## src/rtl/apb_evt_slave.sv

```systemverilog
// APB completer for the event-to-APB master: three event data registers, saturating hit
// counters, programmable wait states and pslverr signalling for decode/protocol errors.
module apb_evt_slave #(
  parameter int unsigned WAIT_CYCLES = 1,
  parameter int unsigned CNT_W       = 16
) (
  input  logic             clk,
  input  logic             rst,
  input  logic             psel_i,
  input  logic             penable_i,
  input  logic [31:0]      paddr_i,
  input  logic             pwrite_i,
  input  logic [31:0]      pwdata_i,
  output logic [31:0]      prdata_o,
  output logic             pready_o,
  output logic             pslverr_o,
  output logic [31:0]      data_a_o,
  output logic [31:0]      data_b_o,
  output logic [31:0]      data_c_o,
  output logic [CNT_W-1:0] cnt_a_o,
  output logic [CNT_W-1:0] cnt_b_o,
  output logic [CNT_W-1:0] cnt_c_o,
  output logic [7:0]       err_cnt_o
);

  localparam logic [31:0] AddrDataA = 32'h1000_1000;
  localparam logic [31:0] AddrCntA  = 32'h1000_1004;
  localparam logic [31:0] AddrDataB = 32'h2000_2000;
  localparam logic [31:0] AddrCntB  = 32'h2000_2004;
  localparam logic [31:0] AddrDataC = 32'h3000_3000;
  localparam logic [31:0] AddrCntC  = 32'h3000_3004;

  typedef enum logic {StIdle, StAccess} state_e;

  state_e                 state_q, state_d;
  logic [3:0]             wcnt_q, wcnt_d;
  logic [2:0][31:0]       data_q;
  logic [2:0][CNT_W-1:0]  cnt_q;
  logic [7:0]             err_q;

  logic [2:0]  hit_data, hit_cnt;
  logic        dec_err;
  logic [31:0] rd_mux;
  logic        wr_en, err_inc;

  assign hit_data = {paddr_i == AddrDataC, paddr_i == AddrDataB, paddr_i == AddrDataA};
  assign hit_cnt  = {paddr_i == AddrCntC, paddr_i == AddrCntB, paddr_i == AddrCntA};
  assign dec_err  = !(|hit_data || |hit_cnt) || (pwrite_i && |hit_cnt);

  always_comb begin
    rd_mux = '0;
    for (int i = 0; i < 3; i++) begin
      if (hit_data[i]) rd_mux = data_q[i];
      if (hit_cnt[i])  rd_mux = 32'(cnt_q[i]);
    end
  end

  always_comb begin
    state_d   = state_q;
    wcnt_d    = wcnt_q;
    pready_o  = 1'b1;
    pslverr_o = 1'b0;
    prdata_o  = '0;
    wr_en     = 1'b0;
    err_inc   = 1'b0;
    // Outputs are forced to their idle values while reset is held.
    if (rst) begin
      unique case (state_q)
        StIdle: begin
          if (psel_i && !penable_i) begin
            state_d = StAccess;
            wcnt_d  = 4'(WAIT_CYCLES);
          end else if (psel_i && penable_i) begin
            pslverr_o = 1'b1;
            err_inc   = 1'b1;
          end
        end
        StAccess: begin
          pready_o = (wcnt_q == 4'd0);
          if (wcnt_q != 4'd0) wcnt_d = wcnt_q - 4'd1;
          if (!psel_i) begin
            state_d = StIdle;
            wcnt_d  = '0;
          end else if (penable_i && wcnt_q == 4'd0) begin
            state_d = StIdle;
            if (dec_err) begin
              pslverr_o = 1'b1;
              err_inc   = 1'b1;
            end else begin
              wr_en    = pwrite_i;
              prdata_o = pwrite_i ? 32'd0 : rd_mux;
            end
          end
        end
        default: state_d = StIdle;
      endcase
    end
  end

  always_ff @(posedge clk or negedge rst) begin
    if (!rst) begin
      state_q <= StIdle;
      wcnt_q  <= '0;
    end else begin
      state_q <= state_d;
      wcnt_q  <= wcnt_d;
    end
  end

  always_ff @(posedge clk or negedge rst) begin
    if (!rst) begin
      data_q <= '0;
      cnt_q  <= '0;
      err_q  <= '0;
    end else begin
      for (int i = 0; i < 3; i++) begin
        if (wr_en && hit_data[i]) begin
          data_q[i] <= pwdata_i;
          if (cnt_q[i] != {CNT_W{1'b1}}) cnt_q[i] <= cnt_q[i] + CNT_W'(1);
        end
      end
      if (err_inc && err_q != 8'hFF) err_q <= err_q + 8'd1;
    end
  end

  assign data_a_o  = data_q[0];
  assign data_b_o  = data_q[1];
  assign data_c_o  = data_q[2];
  assign cnt_a_o   = cnt_q[0];
  assign cnt_b_o   = cnt_q[1];
  assign cnt_c_o   = cnt_q[2];
  assign err_cnt_o = err_q;

endmodule

```

## config.mk

```make
export PLATFORM = sky130hd
export DESIGN_NAME = apb_evt_slave
export DESIGN_NICKNAME = d
export VERILOG_FILES = /design/src/rtl/apb_evt_slave.sv
export SDC_FILE = /design/constraint.sdc
export NUM_CORES = 1
export LEC_CHECK = 0
export BUFFER_PORTS_ARGS = -buffer_cell sky130_fd_sc_hd__buf_4
export CAP_MARGIN = 15
export CORE_MARGIN = 5
export CORE_UTILIZATION = 40
export DETAILED_ROUTE_END_ITERATION = 8
export PLACE_DENSITY = 0.7
export SYNTH_ARGS = -nofsm -noshare
export SYNTH_HDL_FRONTEND = slang
export SYNTH_SLANG_ARGS = --single-unit
```

## constraint.sdc

```tcl
create_clock -name clk -period 2.1 [get_ports clk]
set_input_delay 0.21 -clock clk [delete_from_list [all_inputs] [get_ports clk]]
set_output_delay 0.21 -clock clk [all_outputs]
set_load 0.01 [all_outputs]
```

==> run metrics <==
CTS tree built; Synth area leader dfrtp_1; 1st-iter DRT viols between 700 and 800; antenna cells 0; failing checks negative hold slack, negative setup slack; post-synthesis mux area share 10.1%; antenna viol nets, final 0; post-synthesis compound-gate area fraction between 10% and 20%; CP Max Fanout 5; vias in the first global route 8310; worst reg2reg setup slack -0.61 ns; WP data required 2.42 ns; die area 0.0230 mm²; Clock transition at path regs 0.07 ns; DRC 0; FFs w/ async S/R, synth 100%; post-route setup slack -0.607 ns; top-count cell post-synth dfrtp_1; drt total wl 32.9 mm; final core occ 68.4%; worst min-delay path class in -> async; port bufs 254; Worst Path Buf+Inv 9; initial core utilization 41.0%; clock net sink count about 160; remaining global-route overflow 0; P&R area growth vs syn 66.8%; Clock Path Buffers 2; Synth Warn # 0; Finish-stage setup viols 155; Max IR drop VDD roughly 0.53 mV; unrepaired setup endpoints after global routing true; WS Path Type reg -> reg; Startpoint Class register; clk_skew roughly 0.014 ns; Syn Nets 858; Die Ht 152 µm; Routed WL per cell 22.7 µm; max cap viols 0; crit end category register; WHS -0.187 ns; Final period util 129%; CTS buffer count 17; largest net degree at the start of global routing about 150; dpl ws -0.335 ns; CP delay by family, top buffers and inverters; final-stage net count 1249; number of synthesized flops with an enable pin 0; Core Area 0.0196 mm²; Die X-Extent 152 µm; Critical-path top delay cell dfrtp_1; RePlAce Congestion approximately 0.9; initial antenna violation count 0; DRT Pass-1 Iters 8; gr usage total 27.1%; status finished, violations left; critical path arrival between 3 and 4 ns; Least-Margin Pin Slew 0.930 ns; leakage 0.00663 µW; Synth top cells by count 157 x dfrtp_1, 145 x nand2_1, 71 x mux2_2, 31 x xnor2_1, 28 x clkbuf_1; Synth Register Bits between 150 and 200; Synth area leaders dfrtp_1 49%, mux2_2 10%, nand2_1 6.8%; first-pass GRT wire length 47.8 mm; count of final max-slew check failures 0; share of the synthesized area in the top cell type 48.9%; Syn Area/Cell 10.3 µm²; largest family of logic cells by synthesized area simple AND/OR/NAND/NOR gates; Final min period 2.71 ns; sequential area share after synthesis between 40 and 50%; worst path cell trace inv_2 > ha_4 > nor3b_4 > nand2_2 > buf_4 > buf_4 > buf_4 > buf_6 > buf_6 > buf_4 > buf_6 > nor4_4 > buf_6 > nand4_1 > mux2_2; Worst path max stage delay 0.39 ns; Clk Latency, worst-skew pair 0.43 ns; post-synthesis simple-gate area fraction 19.4%; Synth Area in Adders less than 1%; site row count 51; Max-Slew Margin vs Limit 38.0%; final hold vios 66; Top FF cell, synth dfrtp_1; library cells used by synthesis 52; share of layout cells above drive strength 1 51.1%; via count 8410; PD cells 536 mW/mm²; Synth Cell Area around 0.0080 mm²; Cells after Synth roughly 780; H-Tree Level Count 4; Max Clock Freq around 0.37 GHz; Root Buffer clkbuf_16; Top Ports 255; hpwl dp 21.1 mm; Design Power 7190 µW; Synth Area in XOR/XNOR 4.80%; Via density 5.79
final timing paths:
kind                         startpoint            to  depth (start not counted)
setup / recovery              wcnt_q[0]   cnt_a_o[14]                         15
hold / removal                      rst   data_a_o[2]                          2
setup reg to reg              wcnt_q[0]   cnt_a_o[14]                         15
hold reg to reg            data_a_o[15]  data_a_o[15]                          2
max in group asynchronous           rst   data_c_o[2]                          3
min in group clk           pwdata_i[22]  data_a_o[22]                          3
layer usage:
| layer | vias to the layer above | wire (µm) | GRT usage, % |
|---|---|---|---|
| met5 | - | 0 | 0 |
| met4 | 0 | 1190 | 11.2 |
| met3 | 96 | 3290 | 7.56 |
| met2 | 531 | 15700 | 43.7 |
| met1 | 4136 | 12800 | 34.5 |
| li1 | 3647 | - | - |
repair_timing:
action	CTS	global route
gates resized for setup	174	83
pin swaps	35	34
gates cloned	9	3
endpoints found under the setup margin	136	180
buffers inserted	37	11
endpoints found under the hold margin	36	0
hold buffers	25	0
cells by family after synthesis:
group,count (synthesis)
AO/OA/AOI/OAI,137
XOR/XNOR,44
adder cells (fa/ha/maj),6
buffers and inverters,53
flip-flops,157
multiplexers,72
AND/OR/NAND/NOR,314
metrics by stage:
stage	instances	cell area, µm²	setup TNS, ns
after floorplan	783	8200	-2.10
after CTS	1450	13100	-47.24
after global routing	1452	13400	-83.21
after detailed placement	1354	11100	-25.72
final	1452	13400	-63.39
after global placement	1354	11100	-20.40
power breakdown:
| group | switching, µW | leakage [µW] | internal, µW |
|---|---|---|---|
| clock network | 1350 | 0.000285 | 1810 |
| registers | 79.5 | 0.00218 | 3090 |
| logic | 417 | 0.00417 | 445 |
| total | 1840 | 0.00663 | 5340 |
flip-flops by register name, indices dropped and copies added, names as in the netlist:
register / count
cnt_a_o: 16
cnt_b_o: 16
cnt_c_o: 16
data_a_o: 32
data_b_o: 32
data_c_o: 32
err_cnt_o: 8
state_q: 1
wcnt_q: 4
cells in the final DEF (no fill, tap or decap), drive strengths merged, types with 3 or more instances in the layout:
| cell | count |
|---|---|
| buf | 393 |
| dfrtp | 157 |
| nand2 | 145 |
| mux2 | 72 |
| xnor2 | 31 |
| nand3 | 28 |
| and3 | 27 |
| dlygate4sd3 | 25 |
| nor2 | 25 |
| nand4 | 24 |
| a21oi | 24 |
| clkbuf | 21 |
| o21ai | 18 |
| a22oi | 18 |
| nor4 | 16 |
| a21o | 15 |
| nor3 | 15 |
| a22o | 14 |
| o32a | 14 |
| a222oi | 14 |
| xor2 | 13 |
| inv | 11 |
| a31oi | 7 |
| ha | 6 |
| nor2b | 5 |
| nand4b | 4 |
| and4 | 4 |
| nand2b | 4 |
| and2 | 4 |
| a41oi | 3 |
| o221ai | 3 |
| nor3b | 3 |
| clkinvlp | 3 |
| or3 | 3 |
final cells by class:
| type | count | area, µm² |
|---|---|---|
| fill | 1404 | 6190 |
| multi-input combinational | 573 | 4800 |
| sequential | 157 | 3930 |
| timing repair buffer | 420 | 3730 |
| clock buffer | 19 | 443 |
| tap | 265 | 332 |
| clock inverter | 13 | 154 |
| inverter | 5 | 18.8 |
No activity file was read; power rests on OpenSTA's default activity.
